$ cat src/rtl/pixel_pkg.sv
// Pixel-domain constants and types shared by the input unpacker and the 8-bit output stage.
// Pure declarations; no logic.
package pixel_pkg;
    localparam int PIXEL_W   = 8;
    localparam int PIXEL_MAX = 255;
    localparam int PIXEL_MID = 128;

    typedef logic [PIXEL_W-1:0] pixel_t;
endpackage

$ cat src/rtl/pixel_to_fixed_stream_if.sv
// Pixel-in / sample-out stream bundle; master is the upstream+downstream environment, slave is the unpacker.
// PRECISION must match the unpacker instance it connects to.
interface pixel_to_fixed_stream_if #(
    parameter int PRECISION = 16
);
    import pixel_pkg::*;

    pixel_t                        in_pixel;
    logic                          in_valid;
    logic                          in_ready;
    logic signed [PRECISION-1:0]   out_sample;
    logic                          out_valid;
    logic                          out_ready;
    logic                          out_sol;
    logic                          out_eol;

    modport master (
        output in_pixel, in_valid, out_ready,
        input  in_ready, out_sample, out_valid, out_sol, out_eol
    );

    modport slave (
        input  in_pixel, in_valid, out_ready,
        output in_ready, out_sample, out_valid, out_sol, out_eol
    );
endinterface

$ cat src/rtl/skid_buffer.sv
// Two-entry skid buffer: registered output (main) plus one overflow slot; 1-cycle latency.
// in_ready is a pure register (~skid_valid), so out_ready never reaches in_ready combinationally.
module skid_buffer #(
    parameter int W = 18
) (
    input  logic         clk,
    input  logic         reset,
    input  logic [W-1:0] in_data,
    input  logic         in_valid,
    output logic         in_ready,
    output logic [W-1:0] out_data,
    output logic         out_valid,
    input  logic         out_ready
);
    logic [W-1:0] main_data;
    logic         main_valid;
    logic [W-1:0] skid_data;
    logic         skid_valid;
    logic         accept;
    logic         main_free;

    assign accept    = in_valid & ~skid_valid;
    // Main can take new data when empty or when its current word leaves at this edge.
    assign main_free = ~main_valid | out_ready;

    always_ff @(posedge clk) begin
        if (reset) begin
            main_data  <= '0;
            main_valid <= 1'b0;
            skid_data  <= '0;
            skid_valid <= 1'b0;
        end else if (main_free) begin
            if (skid_valid) begin
                main_data  <= skid_data;
                main_valid <= 1'b1;
                skid_valid <= 1'b0;
            end else if (accept) begin
                main_data  <= in_data;
                main_valid <= 1'b1;
            end else begin
                main_valid <= 1'b0;
            end
        end else if (accept) begin
            skid_data  <= in_data;
            skid_valid <= 1'b1;
        end
    end

    assign in_ready  = ~skid_valid;
    assign out_data  = main_data;
    assign out_valid = main_valid;
endmodule

$ cat src/rtl/pixel_to_fixed_stream.sv
// Unpacks unsigned 8-bit pixels into signed PRECISION-bit fixed-point samples tagged with sol/eol; 1-cycle latency.
// Backpressure absorbed by a 2-entry skid buffer; in_ready is registered. Optional: PIXEL_CENTER_EN.
module pixel_to_fixed_stream
    import pixel_pkg::*;
#(
    parameter int PRECISION = 16,
    parameter int SHIFT     = 0,
    parameter int WIDTH     = 640
) (
    input  logic                      clk,
    input  logic                      reset,
    pixel_to_fixed_stream_if.slave    bus
);
    localparam int COL_W = (WIDTH > 2) ? $clog2(WIDTH) : 1;
    localparam logic [COL_W-1:0] LAST_COL = COL_W'(WIDTH - 1);
    localparam int PAY_W = PRECISION + 2;

    if (PRECISION < PIXEL_W + 1 + SHIFT) begin : g_bad_precision
        $error("pixel_to_fixed_stream: PRECISION must be >= 9 + SHIFT");
    end
    if (WIDTH < 2) begin : g_bad_width
        $error("pixel_to_fixed_stream: WIDTH must be >= 2");
    end
    if ($bits(bus.out_sample) != PRECISION) begin : g_bad_bus
        $error("pixel_to_fixed_stream: interface PRECISION mismatch");
    end

    logic                        accept;
    logic [COL_W-1:0]            col;
    logic signed [PRECISION-1:0] sample;
    logic                        sol;
    logic                        eol;
    logic [PAY_W-1:0]            pay_in;
    logic [PAY_W-1:0]            pay_out;
    logic                        buf_ready;

`ifdef PIXEL_CENTER_EN
    logic signed [PIXEL_W:0] centered;
    always_comb begin
        centered = $signed({1'b0, bus.in_pixel}) - $signed((PIXEL_W + 1)'(PIXEL_MID));
        sample   = PRECISION'(centered) <<< SHIFT;
    end
`else
    always_comb begin
        sample = $signed(PRECISION'(bus.in_pixel) << SHIFT);
    end
`endif

    assign accept = bus.in_valid & buf_ready;
    assign sol    = (col == '0);
    assign eol    = (col == LAST_COL);
    assign pay_in = {sol, eol, sample};

    // Column position of the next pixel to be accepted; reset abandons any partial line.
    always_ff @(posedge clk) begin
        if (reset) begin
            col <= '0;
        end else if (accept) begin
            col <= (col == LAST_COL) ? '0 : col + 1'b1;
        end
    end

    skid_buffer #(.W(PAY_W)) u_skid (
        .clk       (clk),
        .reset     (reset),
        .in_data   (pay_in),
        .in_valid  (bus.in_valid),
        .in_ready  (buf_ready),
        .out_data  (pay_out),
        .out_valid (bus.out_valid),
        .out_ready (bus.out_ready)
    );

    assign bus.in_ready   = buf_ready;
    assign bus.out_sol    = pay_out[PAY_W-1];
    assign bus.out_eol    = pay_out[PAY_W-2];
    assign bus.out_sample = $signed(pay_out[PRECISION-1:0]);
endmodule

$ cat src/flat_wrapper.sv
// flat-port wrapper written by rule: the top's interface ports become plain ports
module pixel_to_fixed_stream_flat import pixel_pkg::*;
#(
    parameter int PRECISION = 16,
    parameter int SHIFT     = 0,
    parameter int WIDTH     = 640
)
  (clk, reset, bus_in_pixel, bus_in_valid, bus_out_ready, bus_in_ready, bus_out_sample, bus_out_valid, bus_out_sol, bus_out_eol);
  pixel_to_fixed_stream_if #(.PRECISION(PRECISION)) bus_i ();
  input  logic clk;
  input  logic reset;
  input wire logic [$bits(bus_i.in_pixel)-1:0] bus_in_pixel;
  input wire logic [$bits(bus_i.in_valid)-1:0] bus_in_valid;
  input wire logic [$bits(bus_i.out_ready)-1:0] bus_out_ready;
  output wire logic [$bits(bus_i.in_ready)-1:0] bus_in_ready;
  output wire logic [$bits(bus_i.out_sample)-1:0] bus_out_sample;
  output wire logic [$bits(bus_i.out_valid)-1:0] bus_out_valid;
  output wire logic [$bits(bus_i.out_sol)-1:0] bus_out_sol;
  output wire logic [$bits(bus_i.out_eol)-1:0] bus_out_eol;
  assign bus_i.in_pixel = bus_in_pixel;
  assign bus_i.in_valid = bus_in_valid;
  assign bus_i.out_ready = bus_out_ready;
  assign bus_in_ready = bus_i.in_ready;
  assign bus_out_sample = bus_i.out_sample;
  assign bus_out_valid = bus_i.out_valid;
  assign bus_out_sol = bus_i.out_sol;
  assign bus_out_eol = bus_i.out_eol;
  pixel_to_fixed_stream #(.PRECISION(PRECISION), .SHIFT(SHIFT), .WIDTH(WIDTH)) u_core (.clk(clk), .reset(reset), .bus(bus_i));
endmodule
$ cat config.mk
export PLATFORM = sky130hd
export DESIGN_NAME = pixel_to_fixed_stream_flat
export DESIGN_NICKNAME = d
export VERILOG_FILES = /design/src/rtl/pixel_pkg.sv /design/src/rtl/pixel_to_fixed_stream_if.sv /design/src/rtl/skid_buffer.sv /design/src/rtl/pixel_to_fixed_stream.sv /design/src/flat_wrapper.sv
export SDC_FILE = /design/constraint.sdc
export NUM_CORES = 1
export LEC_CHECK = 0
export BUFFER_PORTS_ARGS = -buffer_cell sky130_fd_sc_hd__buf_2
export CAP_MARGIN = 5
export CORE_MARGIN = 2
export CORE_UTILIZATION = 57
export CTS_CLUSTER_DIAMETER = 30
export CTS_CLUSTER_SIZE = 20
export DETAILED_ROUTE_END_ITERATION = 12
export PLACE_DENSITY = 0.91
export SETUP_SLACK_MARGIN = 0.05
export SYNTH_ARGS = -nofsm -noshare
export SYNTH_HDL_FRONTEND = slang
export SYNTH_SLANG_ARGS = --single-unit
$ cat constraint.sdc
create_clock -name clk -period 2.85 [get_ports clk]
set_input_delay 0.285 -clock clk [delete_from_list [all_inputs] [get_ports clk]]
set_output_delay 0.285 -clock clk [all_outputs]
set_load 0.01 [all_outputs]
Word level (Yosys, flattened, before mapping)
Cells that the tools add are included.

Register bits: 40. Latch bits: 0. Bits in writable memories: 0. Bits in read-only memories: 0. Input bits: 12. Output and inout bits: 20. Logic and storage cells: 22. Memories kept: 0.

Add/sub/neg operators: 1. Multipliers: 0. Divide/modulo/power cells: 0. $lt $le $gt $ge: 0. Eq/ne operators: 1. Shift-type cells: 0. Muxes and demuxes: 5. Bitwise logic cells: 5. Reductions and logical operators: 5.

Operators with widths (count): 18-bit two-way mux (2); 10-bit by 1-bit adder with 10-bit output, second input constant (1); 10-bit equality test, second input constant (1); 10-bit logical NOT (1); 10-bit two-way mux (1); 2-bit AND reduction (2); 1-bit inverter (3); 1-bit two-way mux (2); 2-bit nonzero test (1); 2-bit OR reduction (1); 1-bit AND (1); 1-bit OR (1).

Longest topological paths before layout
Word-level depth: 4. Depth in mapped cells: 6. Gate-level depth less buffers: 5.

Cells and area by module
From an unflattened synthesis, not the netlist that was laid out.

Cells, all modules: 236. Area, all modules: 2137.0 µm².

Modules (own cells, without submodules): skid_buffer (instances 1, cells each 172, area each 1594.0 µm², sequential area each 760.7 µm²); pixel_to_fixed_stream (instances 1, cells each 64, area each 543.0 µm², sequential area each 200.2 µm²).

Least setup slack after synthesis
Ideal clock, no wire load.

Path type: flip-flop to flip-flop. Start: register u_core.col[0]. End: register u_core.col[2]. Library setup time: 64 ps. Arrival: 1180 ps. Required time: 2786 ps. Slack: 1606 ps. Stages on the path, launching flop included: 6. Buffers on the path: 1. Clock period less this slack: 1244 ps. Cell sequence: dfxtp_1 ha_1 and3b_1 buf_2 a41o_1 nor2_1.

Longest elaborated chain between the ends: 2. Elaborated cells between the ends (all ways): 3. Classes of those cells: add/sub (1); eq/ne (1); mux (1).

RTL lines: start, declared (line pixel_to_fixed_stream.sv:29) `logic [COL_W-1:0] col;`; start signal, assigned (line pixel_to_fixed_stream.sv:59) `col <= (col == LAST_COL) ? '0 : col + 1'b1;`; 10-bit by 1-bit adder with 10-bit output / 10-bit equality test (equally long branches) (line pixel_to_fixed_stream.sv:59); 10-bit two-way mux * (line pixel_to_fixed_stream.sv:59).

Every way passes the cells marked *; elsewhere a longest branch is shown, timed or not. A chain may end at the register's enable or synchronous reset.

Worst setup path in the final report
Start: register u_core.u_skid.skid_valid. End: output bus_in_ready.

Longest elaborated chain between the ends: 1.

RTL lines: start, declared (line skid_buffer.sv:18) `logic skid_valid;`; start signal, assigned (line skid_buffer.sv:31) `skid_valid <= 1'b0;`; start signal, assigned (line skid_buffer.sv:36) `skid_valid <= 1'b0;`; start signal, assigned (line skid_buffer.sv:45) `skid_valid <= 1'b1;`; 1-bit inverter (line skid_buffer.sv:49) `assign in_ready = ~skid_valid;`; end, declared (line flat_wrapper.sv:15) `output wire logic [$bits(bus_i.in_ready)-1:0] bus_in_ready;`.

Every way passes these cells.

==> results.cfg <==
[status]
outcome = finished, final reports clean

[clock_network]
cts_setup_buffers = 0
clk_latency_ns = 0.33
clockBufferDepth = 2
cts-root-buf = clkbuf_4
cts_hold_buf = 0
cts.sinks = 32
cts_buffers = 5
htreeDepth = 2
cts_resized = 0
path_clk_slew_ns = 0.10
cts_tree = built

[power_and_ir_drop]
combinationalPowerShare_pct = 10.4
p_int_uw = 688
ir_drop_mv = 0.443
power.leakage_uw = 0.000666
switchingPower_uw = 219
swShare_pct = 24.2
power.clock.fraction_pct = 36.9
power_density_nw_per_um2 = 563
seqPwrFrac_pct = 52.7

[global_routing]
antenna_found_initial = 0
gr-usage-met1_pct = 25.1
grt_max_degree = 28
overflow = 0
top_usage_layer = met2
grtUsageMet2_pct = 37.3
grt_util_all_layers_pct = 21.7
grt_pass1_wl_um = 4530
use_met3_pct = 7.38
grt_pass1_vias = 1047

[place]
dpl.hpwl_um = 2080
placed_cell_area_um2 = 1540
gp_congestion = 0.860
port_buffers = 23

[timing]
skew_ns = 0.00807
period_minus_slack_ns = 1.74
tightest_slew_ns = 0.727
relSlewSlack_pct = 51.5
min_period_over_period_pct = 61.1
finalSetupTns_ns = 0
finalHoldViolations = 0
fmax_ghz = 0.575
grt_setup_unrepaired = false
slew_violations = 0
finalSetupViolations = 0

[final_layout]
final_cell_mix = dfxtp_1 (32), nand2_1 (25), buf_2 (23)
nNetsFinal = 201
drive_gt1_share_pct = 19.1
area_growth_pct = 10.7
mostFrequentLayoutCell = dfxtp_1
fin_area_um2 = 1610
fill_cells = 206
antenna_cells = 0

[detailed_routing]
antenna_left = 0
first_iter_violations = 13
first_pass_iters = 4
wl_per_cell_um = 13.1
viasPerCell = 5.33
drc = 0
routed-via-count = 1162
drt-total-wl_um = 2860

[logic_synthesis]
yosys_warnings = 0
syn_area_per_cell_um2 = 8.72
synthCells = 167
seq_area_frac_synth_pct = 44.0
syn-cell-area_um2 = 1460
ys_seq_elements = 32
synth_cell_types = 31

[floorplanning]
core_area_um2 = 2450
rows = 18
dieWidth_um = 54.5
ioPinCount = 32
start_util_pct = 59.3
dieHeight_um = 54.5
die_area_um2 = 2980

[setup_path]
cp-start-kind = register
r2r.worst_path.cells = 5
r2r-start = u_core.u_skid.skid_valid$_SDFFE_PP0P_
endpoint_kind = output pin
r2r_slack_ns = 1.15
worstPathArrival_ns = 1.46
path_class = reg -> out
rr_endpoint = u_core.u_skid.out_data[7]$_SDFFE_PP0P_
worstSetupStartpoint = u_core.u_skid.skid_valid$_SDFFE_PP0P_
cp_data_required_time_ns = 2.57
worst-path-max-fanout = 17

[flow_run]
cap_viol_max_count = 0

[hold_path]
whs_endpoint = u_core.u_skid.skid_data[1]$_SDFFE_PP0P_
hold_path_startpoint = bus_in_pixel[1]
hold_class = in -> reg
min_path_cells = 3
## metrics by stage
stage	setup slack [ns]	power, uW	hold WS (ns)	util [%]	instances
floorplan	1.61	556	0.421	-	174
global route	0.984	948	0.192	65.6	218
finish	1.11	907	0.196	65.6	218
global placement	1.26	576	0.441	62.5	210
detailed placement	1.19	582	0.452	62.5	210
CTS	1.11	913	0.193	65.6	218
## cell type report
cell class	count	area, um^2	area share [%]
Multi-Input combinational cell	121	723	44.9
Sequential cell	32	641	39.8
Timing Repair Buffer	24	123	7.61
Clock buffer	6	41.3	2.56
Tap cell	30	37.5	2.33
Clock inverter	2	35.0	2.17
Inverter	3	11.3	0.699
## synthesized netlist by cell type
master / n / area share, %
a41o_1: 1 / 0.69
and3b_1: 1 / 0.60
nor3_1: 2 / 0.69
a21oi_1: 13 / 4.5
a211oi_1: 8 / 4.1
buf_2: 5 / 1.7
mux2i_1: 8 / 5.5
nor2b_1: 2 / 0.86
nor3b_2: 1 / 0.86
nand2_1: 25 / 6.4
conb_1: 1 / 0.26
and2_1: 1 / 0.43
nor4b_2: 1 / 1.0
xnor2_1: 1 / 0.60
nor2_1: 21 / 5.4
nand3_1: 4 / 1.4
and4b_1: 1 / 0.69
nand4_1: 5 / 2.1
nor3_2: 1 / 0.69
nand2b_1: 3 / 1.3
dfxtp_1: 32 / 44
ha_1: 2 / 1.7
buf_4: 9 / 4.6
xor2_1: 7 / 4.2
o211a_1: 1 / 0.69
inv_1: 3 / 0.77
nand4_4: 1 / 1.5
nor2_2: 1 / 0.43
clkbuf_1: 4 / 1.0
a311oi_1: 1 / 0.60
and4_1: 1 / 0.60
## registers in the layout, summed over array words and instances, names as in the netlist
name                      cells
u_core.col                   10
u_core.u_skid.out_data       10
u_core.u_skid.skid_data      10
u_core.u_skid.out_valid       1
u_core.u_skid.skid_valid      1
## power groups by stage
stage	clock (uW)	combinational [uW]	sequential, uW
6_report	334	94.2	478
5_1_grt	360	107	480
3_5_place_dp	0	93.7	489
4_1_cts	340	94.3	478
3_3_place_gp	0	89.4	487
2_1_floorplan	0	65.0	491
## cells by family after synthesis
group,Yosys count,synth area share [%]
compound gates,24,10.6
xor+xnor,8,4.81
fa+ha+maj,2,1.72
buf+inv,21,8.16
flops,32,44.0
mux,8,5.50
other cells,1,0.257
simple gates,71,25.0
## routing by layer
metal	wire, um	up-vias
li1	-	588
met4	48	0
met1	1190	540
met2	1490	26
met5	0	-
met3	129	8
## critical path, stage by stage (launching register included)
cell and delay [ns]:
dfxtp_1 0.80, inv_1 0.14, buf_2 0.18
## worst max path at each step
stage | cells after the start | end | slack [ns]
after detailed placement | 5 | u_core.u_skid.out_data[16]$_SDFFE_PP0P_ | 1.19
after global placement | 5 | u_core.u_skid.out_data[16]$_SDFFE_PP0P_ | 1.26
final | 2 | bus_in_ready | 1.11
after CTS | 2 | bus_in_ready | 1.11
after floorplan | 5 | u_core.col[2]$_SDFFE_PP0P_ | 1.61
after global routing | 5 | u_core.u_skid.out_data[4]$_SDFFE_PP0P_ | 0.98
(Power assumes the default switching activity.)
